--- src/rtl/fpu_pkg.sv ---
// fpu_pkg: shared types and constants for the FPU integer/float conversion paths.
//   i2f_state_t : int-to-float converter FSM states
//   EXP_BIAS    : binary32 exponent bias
//   EXP_INIT    : biased exponent of a magnitude with bit 31 set (127 + 31)
//   MANT_W/EXP_W: binary32 stored mantissa and exponent widths
package fpu_pkg;
    typedef enum logic [1:0] {IDLE, NORM, ROUND, DONE} i2f_state_t;
    localparam int EXP_BIAS = 127;
    localparam int EXP_INIT = 158;
    localparam int MANT_W   = 23;
    localparam int EXP_W    = 8;
endpackage

--- src/rtl/fpu_round_rne.sv ---
// fpu_round_rne: round-to-nearest-even of a normalised mantissa with guard/sticky bits.
//   mant/g/s/exp : truncated mantissa, guard bit, sticky bit, biased exponent
//   mant_r/exp_r : rounded mantissa and exponent (mantissa overflow bumps exponent)
//   inexact      : any discarded bit was nonzero
module fpu_round_rne
    import fpu_pkg::*;
(
    input  logic [MANT_W-1:0] mant,
    input  logic              g,
    input  logic              s,
    input  logic [EXP_W-1:0]  exp,
    output logic [MANT_W-1:0] mant_r,
    output logic [EXP_W-1:0]  exp_r,
    output logic              inexact
);
    logic            up;
    logic [MANT_W:0] sum;

    always_comb begin
        up      = g & (s | mant[0]);
        sum     = {1'b0, mant} + {{MANT_W{1'b0}}, up};
        // On carry-out the low bits are already zero, giving 1.0 x 2^(exp+1)
        mant_r  = sum[MANT_W-1:0];
        exp_r   = exp + {{(EXP_W-1){1'b0}}, sum[MANT_W]};
        inexact = g | s;
    end
endmodule

--- src/rtl/fpu_int2float.sv ---
// fpu_int2float: sequential 32-bit signed/unsigned integer to binary32 converter.
//   clk, rst           : clock, synchronous active-high reset
//   in_valid/in_ready  : request handshake; in_ready high only when idle
//   in_data/in_signed  : integer operand and two's-complement select
//   out_valid/out_ready: result handshake; result held until consumed
//   out_data           : {sign, exp[7:0], mant[22:0]}
//   out_inexact        : rounding discarded a nonzero bit
module fpu_int2float
    import fpu_pkg::*;
(
    input  logic        clk,
    input  logic        rst,
    input  logic        in_valid,
    output logic        in_ready,
    input  logic [31:0] in_data,
    input  logic        in_signed,
    output logic        out_valid,
    input  logic        out_ready,
    output logic [31:0] out_data,
    output logic        out_inexact
);
    i2f_state_t        state_q, state_d;
    logic [31:0]       mag_q, mag_d;
    logic [EXP_W-1:0]  exp_q, exp_d;
    logic              sign_q, sign_d;
    logic [31:0]       out_data_q, out_data_d;
    logic              out_inexact_q, out_inexact_d;
    logic              in_neg;
    logic [31:0]       in_mag, mag_sh;
    logic [EXP_W-1:0]  exp_sh, exp_r;
    logic [MANT_W-1:0] mant_r;
    logic              inexact_r;

    fpu_round_rne u_round (
        .mant    (mag_q[30:8]),
        .g       (mag_q[7]),
        .s       (|mag_q[6:0]),
        .exp     (exp_q),
        .mant_r  (mant_r),
        .exp_r   (exp_r),
        .inexact (inexact_r)
    );

    always_comb begin
        in_neg        = in_signed & in_data[31];
        in_mag        = in_neg ? (~in_data + 32'd1) : in_data;
        mag_sh        = (mag_q[31:24] == 8'd0) ? (mag_q << 8) : (mag_q << 1);
        exp_sh        = (mag_q[31:24] == 8'd0) ? (exp_q - EXP_W'(8)) : (exp_q - EXP_W'(1));
        state_d       = state_q;
        mag_d         = mag_q;
        exp_d         = exp_q;
        sign_d        = sign_q;
        out_data_d    = out_data_q;
        out_inexact_d = out_inexact_q;
        case (state_q)
            IDLE: if (in_valid) begin
                sign_d = in_neg;
                mag_d  = in_mag;
                exp_d  = EXP_W'(EXP_INIT);
                if (in_mag == 32'd0) begin
                    out_data_d    = 32'd0;
                    out_inexact_d = 1'b0;
                    state_d       = DONE;
                end else begin
                    state_d = in_mag[31] ? ROUND : NORM;
                end
            end
            // Next state looks at the shifted value so the final shift hands
            // straight to ROUND without an extra idle NORM cycle.
            NORM: begin
                mag_d   = mag_sh;
                exp_d   = exp_sh;
                state_d = mag_sh[31] ? ROUND : NORM;
            end
            ROUND: begin
                out_data_d    = {sign_q, exp_r, mant_r};
                out_inexact_d = inexact_r;
                state_d       = DONE;
            end
            DONE: state_d = out_ready ? IDLE : DONE;
            default: state_d = IDLE;
        endcase
    end

    always_ff @(posedge clk) begin
        if (rst) begin
            state_q       <= IDLE;
            mag_q         <= '0;
            exp_q         <= '0;
            sign_q        <= 1'b0;
            out_data_q    <= '0;
            out_inexact_q <= 1'b0;
        end else begin
            state_q       <= state_d;
            mag_q         <= mag_d;
            exp_q         <= exp_d;
            sign_q        <= sign_d;
            out_data_q    <= out_data_d;
            out_inexact_q <= out_inexact_d;
        end
    end

    assign in_ready    = (state_q == IDLE);
    assign out_valid   = (state_q == DONE);
    assign out_data    = out_data_q;
    assign out_inexact = out_inexact_q;
endmodule
--- config.mk ---
export PLATFORM = sky130hd
export DESIGN_NAME = fpu_int2float
export DESIGN_NICKNAME = d
export VERILOG_FILES = /design/src/rtl/fpu_pkg.sv /design/src/rtl/fpu_round_rne.sv /design/src/rtl/fpu_int2float.sv
export SDC_FILE = /design/constraint.sdc
export NUM_CORES = 1
export LEC_CHECK = 0
export ABC_AREA = 0
export CORE_ASPECT_RATIO = 1.5
export CORE_MARGIN = 2
export CORE_UTILIZATION = 40
export CTS_CLUSTER_DIAMETER = 150
export DETAILED_ROUTE_END_ITERATION = 6
export GPL_ROUTABILITY_DRIVEN = 1
export SLEW_MARGIN = 0
export SYNTH_ARGS = -nofsm -noshare
export SYNTH_HDL_FRONTEND = slang
export SYNTH_HIERARCHICAL = 1
export SYNTH_SLANG_ARGS = --single-unit
export TNS_END_PERCENT = 10
--- constraint.sdc ---
create_clock -name clk -period 4.4 [get_ports clk]
set_input_delay 0.88 -clock clk [delete_from_list [all_inputs] [get_ports clk]]
set_output_delay 0.88 -clock clk [all_outputs]
set_load 0.005 [all_outputs]
# Word-level counts from Yosys, hierarchy flattened
# Cells that the tools add are included.
word_totals:
  word_cells: 49
  output_inout_bits: 35
  inputBits: 37
  reg_bits: 76
op_classes:
  n_reduce_logical: 9
  eq_ne: 5
  muxes: 19
  bitwise: 5
  n_addsub: 5
ops:
  columns: ["cell", "count"]
  rows:
  - ["32-bit 2-to-1 mux", 5]
  - ["32-bit one-hot mux with 2 select lines", 2]
  - ["32-bit by 1-bit adder with 32-bit output (second input constant)", 1]
  - ["32-bit zero test", 1]
  - ["32-bit inverter", 1]
  - ["23-bit by 1-bit adder with 24-bit output", 1]
  - ["8-bit 2-to-1 mux", 2]
  - ["8-bit one-hot mux with 2 select lines", 1]
  - ["2-bit 2-to-1 mux", 5]
  - ["8-bit by 1-bit adder with 8-bit output", 1]
  - ["8-bit zero test", 1]
  - ["2-bit one-hot mux with 4 select lines", 1]
  - ["8-bit by 1-bit subtractor with 8-bit output (second input constant)", 1]
  - ["8-bit by 4-bit subtractor with 8-bit output (second input constant)", 1]
  - ["7-bit OR reduction", 1]
  - ["2-bit == test (second input constant)", 2]
  - ["2-bit AND reduction", 2]
  - ["2-bit nonzero test", 2]
  - ["3-bit AND reduction", 1]
  - ["1-bit AND", 2]
  - ["2-bit by 1-bit == test with 1-bit output (second input constant)", 1]
  - ["2-bit zero test", 1]
  - ["1-bit 2-to-1 mux", 2]
  - ["2-bit by 1-bit != test with 1-bit output (second input constant)", 1]
  - ["other kinds (3)", 4]

# Depth between registers and ports, before layout
logic_depth:
  ltp_word: 7
  mapped_depth: 14

# By module
# Netlist, hierarchy kept.
modules_own_cells:
  columns: ["mod", "cells_per_inst", "n_inst", "seq_area_each_um2", "area_each_um2"]
  rows:
  - ["fpu_int2float", 697, 1, 1521.5, 5066.1]
  - ["fpu_round_rne", 78, 1, 0.0, 580.6]

# Worst setup path before layout
# Ideal clock, no wire load.
synth_timing:
  path_type: "input-to-reg"
  startpoint: "input in_data[20]"
  endpoint: "register out_data_q[10] (netlist: out_data[10])"
  stages: 10
  n_path_buf: 3
  path_slack_ps: 962
  t_arrival_ps: 3321
  cell_sequence: "buf_2 > or4_1 > buf_2 > or4_1 > a311o_1 > a2111oi_4 > nand4_2 > buf_2 > nand2_1 > nand2_1"
synth_via:
  elab_chain_len: 6
synth_rtl:
  columns: ["element", "line", "source"]
  rows:
  - ["from (decl)", "fpu_int2float.sv:15", "input logic [31:0] in_data,"]
  - ["32-bit inverter", "fpu_int2float.sv:46", "in_mag = in_neg ? (~in_data + 32'd1) : in_data;"]
  - ["32-bit by 1-bit adder with 32-bit output", "fpu_int2float.sv:46", null]
  - ["32-bit 2-to-1 mux *", "fpu_int2float.sv:46", null]
  - ["32-bit zero test *", "fpu_int2float.sv:60", "if (in_mag == 32'd0) begin"]
  - ["2-bit by 1-bit != test with 1-bit output (no line) *", null, null]
  - ["3-bit AND reduction (no line) *", null, null]
  - ["to (signal assigned)", "fpu_int2float.sv:98", "out_data_q <= out_data_d;"]
  - ["to (decl)", "fpu_int2float.sv:26", "logic [31:0] out_data_q, out_data_d;"]
# Every way passes the cells marked *; elsewhere a longest branch is shown, timed or not.
# A chain may end at the register's enable or synchronous reset.

# Worst setup path after layout
layout_timing:
  startpoint: "input in_data[0]"
  endpoint: "register out_data_q[20] (netlist: out_data[20])"
# Same word-level chain as after synthesis.

==> results_tabular.tex <==
\begin{tabular}{lr}
\hline
Metric & Value \\
\hline
\multicolumn{2}{l}{\textbf{Floorplanning}} \\
Number of placed I/O pins & 72 \\
Core area & 0.0139 mm2 \\
Starting utilization of the core area & 40.5\% \\
Die Y-Extent & 150 um \\
Standard-cell rows & 53 \\
Horiz. Die Dim & 101 um \\
Die ar. & 0.0151 mm2 \\
\multicolumn{2}{l}{\textbf{Placed design}} \\
Pre-CTS setup slack & 0.0664 ns \\
Count of buffers inserted at the top-level ports & 71 \\
Weighted congestion reported at the end of routability-driven placement & 0.915 \\
Detailed placement HPWL & 12800 um \\
\multicolumn{2}{l}{\textbf{Clock tree}} \\
Post-CTS Setup Inserts & 0 \\
Clock Pin Slew Worst Setup and Hold Paths & 0.06 ns \\
Resized Gates After CTS & 0 \\
Number of CTS-inserted buffers & 9 \\
Bufs on Longest Clock Path & 2 \\
Clock network latency to the later pin of the worst-skew pair & 0.33 ns \\
Clock tree from TritonCTS & yes \\
Num Clock Sinks & 76 \\
Hold bufs inserted after CTS & 0 \\
CTS root buffer & clkbuf\_16 \\
CTS H-tree lvls & 3 \\
\multicolumn{2}{l}{\textbf{Timing}} \\
Final critical delay including setup and external delays & 3.98 ns \\
Actual slew at the worst max-slew pin & 1.30 ns \\
Unrepaired setup endpoints after global routing & no \\
Setup clock skew after layout & 0.00799 ns \\
Final setup slack of the worst path & 0.419 ns \\
Minimum hold slack & 0.471 ns \\
Max-slew violation count & 0 \\
Final count of negative-setup-slack endpoints & 0 \\
Period utilisation layout & 90.5\% \\
Post-Route Setup TNS & 0 ns \\
Highest attainable clock frequency & 251 MHz \\
Final Hold Vio Count & 0 \\
Worst max-slew margin expressed relative to the limit & 13.2\% \\
\multicolumn{2}{l}{\textbf{Critical path}} \\
Sequence of cells on the critical path & clkdlybuf4s50\_1 -> inv\_1 -> ha\_1 -> nor3b\_1 -> a31oi\_1 -> xnor2\_1 -> a2111oi\_0 -> buf\_4 -> nor4bb\_1 -> buf\_4 -> nand4\_2 -> buf\_12 -> nand2\_1 -> nand2\_1 \\
Setup crit end kind & flop \\
Largest fanout of any net on the critical path & 33 \\
Category of the most critical setup path & primary input to flop \\
Worst reg2reg setup slack & 1.24 ns \\
Data required time of the worst path & 4.62 ns \\
Length in cells of the worst reg-to-reg path & 14 \\
Kind of cell adding the most delay to the critical path & buffers and inverters \\
Arrival time worst endpoint & 4.20 ns \\
R2r startpoint & mag\_q[3] \\
Worst path depth & 14 \\
Buf+Inv Stages, Crit Path & 5 \\
Slowest stage cell, crit path & nor3b\_1 \\
Critical Path Source Type & primary input \\
Slowest stage delay, CP & 0.57 ns \\
Worst R2R End & out\_data[30] \\
\multicolumn{2}{l}{\textbf{Synthesis}} \\
Post-Synthesis Cells & 775 \\
Most frequent cells after synthesis & 147 x nand2\_1, 76 x dfxtp\_1, 75 x nor2\_1 \\
Mapped Avg Cell Area & 7.29 um2 \\
Most numerous cell in the Yosys netlist & nand2\_1 \\
Yosys warning count & 6 \\
Leading register cell type out of synthesis & dfxtp\_1 \\
Proportion of synthesized chip area in sequential cells & 26.9\% \\
Cell taking the most area after synthesis & dfxtp\_1 \\
Top cells by area, synth & dfxtp\_1 27\%, nand2\_1 9.8\%, xnor2\_1 5.7\%, nor2\_1 5.0\%, nor3b\_1 4.8\% \\
Share of the synthesized area in the top cell type & 26.9\% \\
Post-synthesis net count & 819 \\
Number of enable-type register cells in the synthesized netlist & 0 \\
Cell area after synthesis & 0.00565 mm2 \\
Async set or reset register ratio after synthesis & 0\% \\
Flop and latch count out of synthesis & 76 \\
Number of distinct library cells after synthesis & 63 \\
\multicolumn{2}{l}{\textbf{Hold path}} \\
Hold path start & sign\_q \\
Number of instances on the worst hold path & 2 \\
Worst Hold End & sign\_q \\
Worst min-delay path category & flop to flop \\
\multicolumn{2}{l}{\textbf{Routing}} \\
First DRT Iteration DRCs & 496 \\
Remaining DRCs & 0 \\
Number of vias after detailed routing & 5929 \\
Routed vias/inst & 5.98 \\
WL per Instance & 17.8 um \\
Count of antenna-violating nets left after detailed routing & 0 \\
Routed wire length & 17600 um \\
First-pass DRT Iterations & 5 \\
\multicolumn{2}{l}{\textbf{Global route}} \\
Vias in the first global route & 5592 \\
GR Layer Usage met1 & 28.1\% \\
Met2 track demand over resource in global routing & 41.4\% \\
Global-route congestion overflow total & 0 \\
Most congested layer reported by global routing & met2 \\
Global Route met3 Usage & 2.62\% \\
Initial antenna violation count & 0 \\
Total routing resource utilization after global routing & 23.1\% \\
Global-route wire length before repair & 28300 um \\
Pin count of the biggest net entering global routing & 76 \\
\multicolumn{2}{l}{\textbf{Power and ir drop}} \\
Worst supply voltage drop on vdd & 0.000200 V \\
Power Total & 2.16 mW \\
Total power divided by cell area & 317 mW/mm2 \\
Pleak & 2.59 nW \\
\multicolumn{2}{l}{\textbf{Finish}} \\
Area growth syn-to-layout & 21.0\% \\
Inserted Diodes & 0 \\
Net total in the final layout & 867 \\
Share of final-layout standard cells stronger than drive strength 1 & 7.99\% \\
\multicolumn{2}{l}{\textbf{Job}} \\
Max-cap viol count & 0 \\
\multicolumn{2}{l}{\textbf{Outcome}} \\
Result of the run & completed \\
\hline
\end{tabular}
-- layout by cell type (no fill, tap or decap), types with 4 or more instances in the layout --
cell	instances
a222oi_1	10
inv_1	14
a221oi_1	9
a31oi_1	8
nor4_4	4
xor2_1	19
nor3_1	21
nor2_1	75
dfxtp_1	76
o211ai_1	4
xnor2_1	37
nor4_1	13
and2_1	7
a211oi_1	13
a22oi_1	34
a21oi_1	41
o21ai_0	10
or2_2	5
clkdlybuf4s50_1	70
and4_1	6
clkbuf_16	9
nand3_1	23
buf_4	29
ha_1	7
nand4_1	15
nand2_1	147
nand2b_1	4
or3_1	5
and3_1	10
or4_1	10
nor3b_1	35
-- per-layer routing --
| metal | part of all wire (%) | wire [um] |
|---|---|---|
| met1 | 43 | 7540 |
| met2 | 51 | 9040 |
| met3 | 3.6 | 630 |
| met4 | 2.3 | 412 |
| met5 | 0 | 0 |
-- flip-flops by register name (all words and copies together), names as in the netlist --
name and count:
out_data 32, state_q 2, out_inexact 1, exp_q 8, mag_q 32, sign_q 1
-- kinds of logic (layout without fill, tap and decap cells) --
logic type	Yosys count	in the layout	share of synthesized area, %
simple gates	396	396	36.5
compound gates	159	159	20.5
buf+inv	78	129	5.36
flops	76	76	26.9
xor+xnor	56	56	8.69
fa+ha+maj	7	7	1.55
mux	3	3	0.532
-- how the worst max path moves through the flow --
stage / from / endpoint
floorplan: in_data[20] / out_data[10]
global placement: in_data[0] / out_data[31]
detailed placement: in_data[0] / out_data[20]
CTS: in_data[0] / out_data[20]
global route: in_data[0] / out_data[9]
finish: in_data[0] / out_data[20]
-- report_power, final --
part	switching, mW	internal (mW)	total [mW]
sequential	0.0965	0.751	0.847
clock	0.286	0.430	0.716
combinational	0.356	0.244	0.600
total	0.738	1.43	2.16
-- per-stage QoR --
stage	util (%)	instances	cell area, um2
finish	49.1	991	6830
detailed placement	47.1	977	6550
global route	49.1	991	6830
global placement	47.1	977	6550
floorplan	-	775	5650
CTS	49.1	991	6830
-- worst min-delay path, stage by stage, from the launching register on --
cell and delay, ns:
dfxtp_1 0.31, nand2_1 0.05, a21oi_1 0.05
-- layout make-up --
type,instances,area [um2]
fillers,1424,7090
multi-input cells,621,3830
flip-flops and latches,76,1520
repair buffers,101,943
clock buffers,9,225
well taps,165,206
clock inverters,5,55.1
inverters,14,52.6
Note: power is estimated with default switching activity, not from simulation.
